File: src/rtl/display_scan_ctrl.sv
// Binary-to-BCD front end for a shared seven-segment decoder: converts a 14-bit
// value with a sequential double-dabble engine and time-multiplexes the digits.
module display_scan_ctrl #(
  parameter int unsigned SCAN_DIV = 50000
) (
  input  logic        clk,
  input  logic        rst_n,
  input  logic        load,
  input  logic [13:0] value,
  output logic        busy,
  output logic        ovf,
  output logic [3:0]  dig_sel,
  output logic        dig_en,
  output logic [3:0]  an_n
);

  localparam int unsigned PW        = $clog2(SCAN_DIV);
  localparam logic [PW-1:0] PRESC_MAX = PW'(SCAN_DIV - 1);
  localparam logic [13:0]  MAX_VALUE = 14'd9999;
  localparam logic [3:0]   LAST_STEP = 4'd13;

  typedef enum logic {
    IDLE = 1'b0,
    CONV = 1'b1
  } state_t;

  state_t        state_q, state_d;
  logic [13:0]   shift_q, shift_d;
  logic [15:0]   scratch_q, scratch_d;
  logic [3:0]    step_q, step_d;
  logic          pend_ovf_q, pend_ovf_d;
  logic [15:0]   disp_q, disp_d;
  logic          ovf_q, ovf_d;
  logic [PW-1:0] presc_q, presc_d;
  logic [1:0]    idx_q, idx_d;

  logic [15:0]   scratch_adj;
  logic [15:0]   scratch_step;
  logic [13:0]   shift_step;
  logic          presc_wrap;
  logic          upper_zero;

  // One double-dabble step: correct every BCD nibble, then shift the pair left.
  // NOTE: every signal written in an always_comb gets a value on every path
  // (defaults first), otherwise synthesis infers a latch.
  always_comb begin
    scratch_adj = scratch_q;
    for (int i = 0; i < 4; i++) begin
      if (scratch_q[4*i +: 4] >= 4'd5) begin
        scratch_adj[4*i +: 4] = scratch_q[4*i +: 4] + 4'd3;
      end
    end
    scratch_step = {scratch_adj[14:0], shift_q[13]};
    shift_step   = {shift_q[12:0], 1'b0};
  end

  always_comb begin
    state_d    = state_q;
    shift_d    = shift_q;
    scratch_d  = scratch_q;
    step_d     = step_q;
    pend_ovf_d = pend_ovf_q;
    disp_d     = disp_q;
    ovf_d      = ovf_q;

    unique case (state_q)
      IDLE: begin
        if (load) begin
          shift_d    = value;
          scratch_d  = '0;
          step_d     = '0;
          pend_ovf_d = (value > MAX_VALUE);
          state_d    = CONV;
        end
      end
      CONV: begin
        shift_d   = shift_step;
        scratch_d = scratch_step;
        step_d    = step_q + 4'd1;
        // The display only ever changes here, so the scan never sees partial digits.
        if (step_q == LAST_STEP) begin
          disp_d  = scratch_step;
          ovf_d   = pend_ovf_q;
          state_d = IDLE;
        end
      end
      default: state_d = IDLE;
    endcase
  end

  // NOTE: sequential state is updated only with non-blocking assignments so
  // every register samples its pre-edge inputs regardless of block ordering.
  // NOTE: the display register and conversion scratch are small flop arrays,
  // not RAM, so they are reset: reset must abort a conversion and show "0".
  always_ff @(posedge clk or negedge rst_n) begin
    if (!rst_n) begin
      state_q    <= IDLE;
      shift_q    <= '0;
      scratch_q  <= '0;
      step_q     <= '0;
      pend_ovf_q <= 1'b0;
      disp_q     <= '0;
      ovf_q      <= 1'b0;
    end else begin
      state_q    <= state_d;
      shift_q    <= shift_d;
      scratch_q  <= scratch_d;
      step_q     <= step_d;
      pend_ovf_q <= pend_ovf_d;
      disp_q     <= disp_d;
      ovf_q      <= ovf_d;
    end
  end

  // Free-running scan timebase, deliberately independent of the converter.
  always_comb begin
    presc_wrap = (presc_q == PRESC_MAX);
    presc_d    = presc_wrap ? '0 : presc_q + PW'(1);
    idx_d      = presc_wrap ? idx_q + 2'd1 : idx_q;
  end

  always_ff @(posedge clk or negedge rst_n) begin
    if (!rst_n) begin
      presc_q <= '0;
      idx_q   <= '0;
    end else begin
      presc_q <= presc_d;
      idx_q   <= idx_d;
    end
  end

  // Leading-zero test: the current digit and everything above it are zero.
  always_comb begin
    upper_zero = 1'b0;
    unique case (idx_q)
      2'd0: upper_zero = 1'b0;
      2'd1: upper_zero = (disp_q[15:4] == 12'd0);
      2'd2: upper_zero = (disp_q[15:8] == 8'd0);
      2'd3: upper_zero = (disp_q[15:12] == 4'd0);
      default: upper_zero = 1'b0;
    endcase
  end

  always_comb begin
    busy    = (state_q == CONV);
    ovf     = ovf_q;
    an_n    = ~(4'b0001 << idx_q);
    dig_sel = disp_q[{idx_q, 2'b00} +: 4];
    dig_en  = !ovf_q && !upper_zero;
  end

endmodule

File: config.mk
export PLATFORM = sky130hd
export DESIGN_NAME = display_scan_ctrl
export DESIGN_NICKNAME = d
export VERILOG_FILES = /design/src/rtl/display_scan_ctrl.sv
export SDC_FILE = /design/constraint.sdc
export NUM_CORES = 1
export LEC_CHECK = 0
export ABC_AREA = 1
export CAP_MARGIN = 20
export CORE_UTILIZATION = 40
export DETAILED_ROUTE_END_ITERATION = 6
export PLACE_DENSITY_LB_ADDON = 0.05
export REMOVE_ABC_BUFFERS = 1
export SLEW_MARGIN = 20
export SYNTH_ARGS = -nofsm -noshare
export SYNTH_HDL_FRONTEND = slang
export SYNTH_SLANG_ARGS = --single-unit
File: constraint.sdc
create_clock -name clk -period 2.9 [get_ports clk]
set_clock_uncertainty 0.2 [all_clocks]
set_input_delay 0.87 -clock clk [delete_from_list [all_inputs] [get_ports clk]]
set_output_delay 0.87 -clock clk [all_outputs]
set_load 0.1 [all_outputs]
==> results of run 1 <==
-- flip-flops by register name, indices dropped and copies added, names as in the netlist --
signal,count
disp_q,16
presc_q,16
scratch_q,16
shift_q,14
step_q,4
idx_q,2
busy,1
ovf,1
pend_ovf_q,1
-- worst max-delay path: cells and delay by family (launching register included) --
kind | cells | cell delay, ns
compound gates | 1 | 0.17
fa+ha+maj | 1 | 0.17
buf+inv | 3 | 0.45
flops | 1 | 0.38
simple gates | 3 | 0.17
-- final cells by class --
| cell class | instances | share of cell area |
|---|---|---|
| clock buffer | 12 | 0.0350 |
| inverter | 63 | 0.0557 |
| sequential | 71 | 0.401 |
| timing repair buffer | 34 | 0.0995 |
| multi-input combinational | 303 | 0.373 |
| clock inverter | 4 | 0.00452 |
| tap | 108 | 0.0305 |
-- synthesized netlist by cell type (6+ instances only) --
library cell,instances
o21ai_0,29
xor2_1,7
ha_1,16
o211ai_1,6
nand4_1,9
o22ai_1,12
inv_2,6
dfrtp_1,71
inv_1,54
o21ai_1,12
a22oi_1,6
nand3_1,26
nand2_1,116
nand2_2,7
nor2_1,30
-- metrics by stage --
step,area (sq um),power [mW],setup slack [ns],utilization,hold slack (ns)
2_1_floorplan,3670,2.82,-1.37,-,0.228
3_5_place_dp,4240,3.41,0.338,0.476,0.256
6_report,4430,4.09,0.146,0.498,0.261
4_1_cts,4420,4.13,0.0551,0.497,0.265
3_3_place_gp,4240,3.36,0.347,0.476,0.248
5_1_grt,4430,4.43,0.0519,0.498,0.293
-- placed cells by master (no fill, tap or decap), types with 7 or more instances in the layout --
| cell | count |
|---|---|
| nand2_1 | 116 |
| dfrtp_1 | 71 |
| inv_1 | 54 |
| nor2_1 | 30 |
| o21ai_0 | 29 |
| nand3_1 | 26 |
| ha_1 | 16 |
| clkdlybuf4s50_1 | 15 |
| o22ai_1 | 12 |
| o21ai_1 | 12 |
| buf_12 | 12 |
| clkbuf_8 | 11 |
| nand4_1 | 9 |
| nand2_2 | 7 |
| xor2_1 | 7 |
-- metal layers --
metal  vias to the layer above  track usage
li1                       1531            -
met1                      1371        0.245
met2                        37        0.283
met3                         8       0.0461
met4                         0       0.0517
met5                         -            0
-- worst paths after layout --
kind                           endpoint  slack (ns)  cells after the start
max                              dig_en        0.15                      8
min reg2reg                  presc_q[0]        0.26                      1
max in group asynchronous    disp_q[13]        1.63                      2
min in group asynchronous    disp_q[10]        0.32                      1
min                          presc_q[0]        0.26                      1
max reg2reg                scratch_q[2]        1.09                      7
-- kinds of logic (layout without fill, tap and decap cells) --
| logic type | after synthesis | after routing | synth area share |
|---|---|---|---|
| and+or+nand+nor | 206 | 206 | 0.252 |
| AOI/OAI and AO/OA | 74 | 74 | 0.117 |
| buffers and inverters | 73 | 113 | 0.0874 |
| DFF | 71 | 71 | 0.474 |
| adders and majority gates | 16 | 16 | 0.0534 |
| xor gates and xnor gates | 7 | 7 | 0.0164 |
-- report_power, final --
group / switching [mW] / internal [mW] / leakage (nW)
Combinational: 1.18 / 0.616 / 1.22
Sequential: 0.259 / 1.33 / 0.904
Clock: 0.353 / 0.352 / 0.0959
Total: 1.79 / 2.29 / 2.22
-- timing repair --
item | CTS | global route
buffers inserted | 1 | 0
setup endpoints to repair | 1 | 1
resized for setup | 0 | 2
==> results.ini, run 1 <==
[die]
die_h_um=98.8
top_level_ports=28
die_width_um=98.8
start_util=0.422
coreArea_sq_um=8890
rows=34
die_area_sq_um=9760

[sta]
rsz0062_at_grt=no
fin_crit_sh=0.950
setup_tns_ns=0
hold_viol=0
fmax_ghz=0.363
min_period_ns=2.75
finalSetupViolCount=0
worstMarginPinSlew_ns=0.572
slew-limit-headroom=0.619
drv_slew=0

[synth]
synth_area_leaders=dfrtp_1 47%, nand2_1 12%, inv_1 5.4%, ha_1 5.3%, o21ai_0 3.9%
syn_area_sq_um=3750
seq_area_frac_synth=0.474
yosys_most_used_dff=dfrtp_1
yosysUniqueCellTypes=33
avgSynthCellArea_sq_um=8.39
synthArstFlopShare=1.00
yosys_warnings=0
synth_cells=447
synth_edf_count=0
synth_largest_area_cell=dfrtp_1
synth-seq-cells=71
synth_top_cell_area_share=0.474

[finish]
multiInputGateArea_sq_um=1650
diodes=0
fill_cells=867
final_net_count=515
seqCellArea_sq_um=1780
final_cells=595
drive_gt1_frac=0.138
area.growth.synth_to_final_pct=18.1

[detailed_routing]
wirelength_um=8030
vias=2947
wl_met2_um=3670
drc_errors=0
maxUsedRoutingLayer=met4
drtAntennaViolNets=0
via_per_inst=4.95
met3_length_um=234
drt_iter0_drc=122
wl_per_cell_um=13.5
drtPass1Iterations=4
wl_met1_um=4030

[run_status]
status=finished, final reports clean

[power]
irDropWorstVdd_uv=524
powerDensity_nw_per_um2=923
p_leak_nw=2.22

[grt]
grt_max_degree=30
grt.overflow.total=0
track_usage=0.180
grt_pass1_wl_um=13600
antenna_found_initial=0
grt_pass1_vias=2775

[critical_path]
endpoint_kind=output pin
critPathLaunch=idx_q[1]
path_class=reg2out
slowest_stage=dfrtp_1
cp.required_ns=1.83
critPathMostFrequentCell=nand2_1
cp-start-kind=register
crit_chain=buf_4, ha_1, inv_1, nand2_1, nand2_1, nand2_1, a21oi_2, buf_12
arrival_ns=1.68
worst-path-max-fanout=6
slowest_delay_ns=0.38
r2r-start=scratch_q[0]

[place]
place_congestion=0.817
dp_hpwl_um=5890
place_inst=578
port_buffers=27

[clock_tree]
cts_root_buf=clkbuf_8
cts_buffers=9
cts.sinks=71
clk_pin_slew_ns=0.07
clk_latency_ns=0.35
cts_tree=built
postCtsHoldBufs=0
cts.path.max_buffers=2
cts.htree.levels=3

[min_path]
hold_class=reg2reg
holdCritStartpoint=presc_q[0]

[job]
drv_cap=0

Power figures use the tool's default switching activity.
==> run 2, diff against run 1 <==
Clock period 2.9 ns to 2.75 ns, I/O delays scaled along.
==> results.ini, run 2 (same netlist as run 1, synthesis figures left out) <==
[power]
powerDensity_nw_per_um2=1010
p_seq_frac=0.375
p_switching_mw=1.91
p_leak_nw=2.23
irDropWorstVdd_uv=559
p_comb_frac=0.414
clockPowerShare=0.210
total_power_mw=4.50
internal_power_mw=2.58
switching_share=0.425

[finish]
area.growth.synth_to_final_pct=19.3
reg.largest.list=disp_q: 16 flops, presc_q: 16 flops, scratch_q: 16 flops
diodes=0
drive_gt1_frac=0.148
fill_cells=868
final_cell_mix=116 x nand2_1, 71 x dfrtp_1, 51 x inv_1
final_common_cell=nand2_1
final_net_count=515

[sta]
setup_tns_ns=0
slew-limit-headroom=0.636
min_period_ns=2.67
finalSetupViolCount=0
fin_crit_sh=0.973
drv_slew=0
rsz0062_at_grt=yes
fmax_ghz=0.374
hold_viol=0
worstMarginPinSlew_ns=0.546

[min_path]
hold_class=reg2reg

[detailed_routing]
wl_per_cell_um=13.0
via_per_inst=4.96
drtPass1Iterations=4
vias=2950
drc_errors=0
drtAntennaViolNets=0
wirelength_um=7740
drt_iter0_drc=111

[clock_tree]
cts.path.max_buffers=2
cts_buffers=9
cts_root_buf=clkbuf_8
clk_pin_slew_ns=0.07
postCtsHoldBufs=0
cts.sinks=71
cts_tree=built
clk_latency_ns=0.34
cts.htree.levels=3

[run_status]
status=finished, final reports clean

[place]
dp_hpwl_um=5550
port_buffers=27
place_congestion=0.817

[grt]
grt_max_degree=72
antenna_found_initial=0
grt_pass1_wl_um=13600
grt_pass1_vias=2796
track_usage=0.180
grt.overflow.total=0

[die]
coreArea_sq_um=8890
die_width_um=98.8
die_area_sq_um=9760
top_level_ports=28
rows=34
start_util=0.422
die_h_um=98.8

[critical_path]
arrival_ns=1.65
cp-start-kind=register
path_class=reg2out
endpoint_kind=output pin
cp.required_ns=1.73
reg2reg_setup_slack_ns=0.89
worst-path-max-fanout=6

[job]
drv_cap=0

[run 2: cell count changes in the layout (fill, tap and decap cells not counted), moves of 2 or more]
cell,previous run,this run
clkinvlp_4,0,2
inv_1,54,51
inv_2,6,9
bufinv_16,0,2
clkinv_2,4,0
[run 2: final cells by class]
cell class                      instances  area, sq um  area share
Sequential cell                        71         1780       0.397
Inverter                               63          246      0.0551
Timing Repair Buffer                   34          428      0.0957
Multi-Input combinational cell        303         1660       0.370
Clock inverter                          6         92.6      0.0207
Clock buffer                           10          138      0.0308
Tap cell                              108          135      0.0302
[run 2: critical path: stages, from the launching register on]
cell and delay [ns]:
dfrtp_1 0.39, buf_4 0.16, ha_1 0.18, inv_2 0.07, nand2_1 0.05, nand2_1 0.05, nand2_1 0.05, a21oi_2 0.17
buf_12 0.19
[run 2: metal layers]
metal  share of wire  global-route usage
met3           0.032              0.0511
met4          0.0057              0.0448
met1            0.50               0.248
met5               0                   0
met2            0.47               0.279
[run 2: per-stage QoR]
step            util  worst slack (ns)  cells  hold slack (ns)  instance area [sq um]
2_1_floorplan      -             -1.47    437            0.228                   3670
3_3_place_gp   0.474             0.284    577            0.251                   4220
3_5_place_dp   0.474             0.244    577            0.258                   4220
4_1_cts        0.503            0.0136    595            0.269                   4470
5_1_grt        0.503           -0.0386    595            0.313                   4470
6_report       0.503            0.0755    595            0.261                   4470
[run 2: power by group through the flow]
stage	Combinational (mW)	Sequential, mW	Clock (mW)
after global routing	2.08	1.74	1.04
final	1.86	1.69	0.946
after CTS	1.88	1.69	0.981
after floorplan	1.26	1.71	0
after global placement	1.84	1.70	0
after detailed placement	1.87	1.70	0
[run 2: final timing paths]
| check | from | endpoint | depth (start not counted) |
|---|---|---|---|
| setup / recovery | idx_q[1] | dig_en | 8 |
| hold / removal | presc_q[0] | presc_q[0] | 1 |
| setup reg to reg | scratch_q[0] | scratch_q[2] | 7 |
| hold reg to reg | presc_q[0] | presc_q[0] | 1 |
| max in group asynchronous | rst_n | disp_q[10] | 2 |
| min in group asynchronous | rst_n | disp_q[7] | 2 |
[run 2: timing repair]
item                                    in CTS  in global routing
pin swaps                                    1                  1
setup buffers                                2                  0
gates resized for setup                      5                  1
endpoints found under the setup margin       1                  1
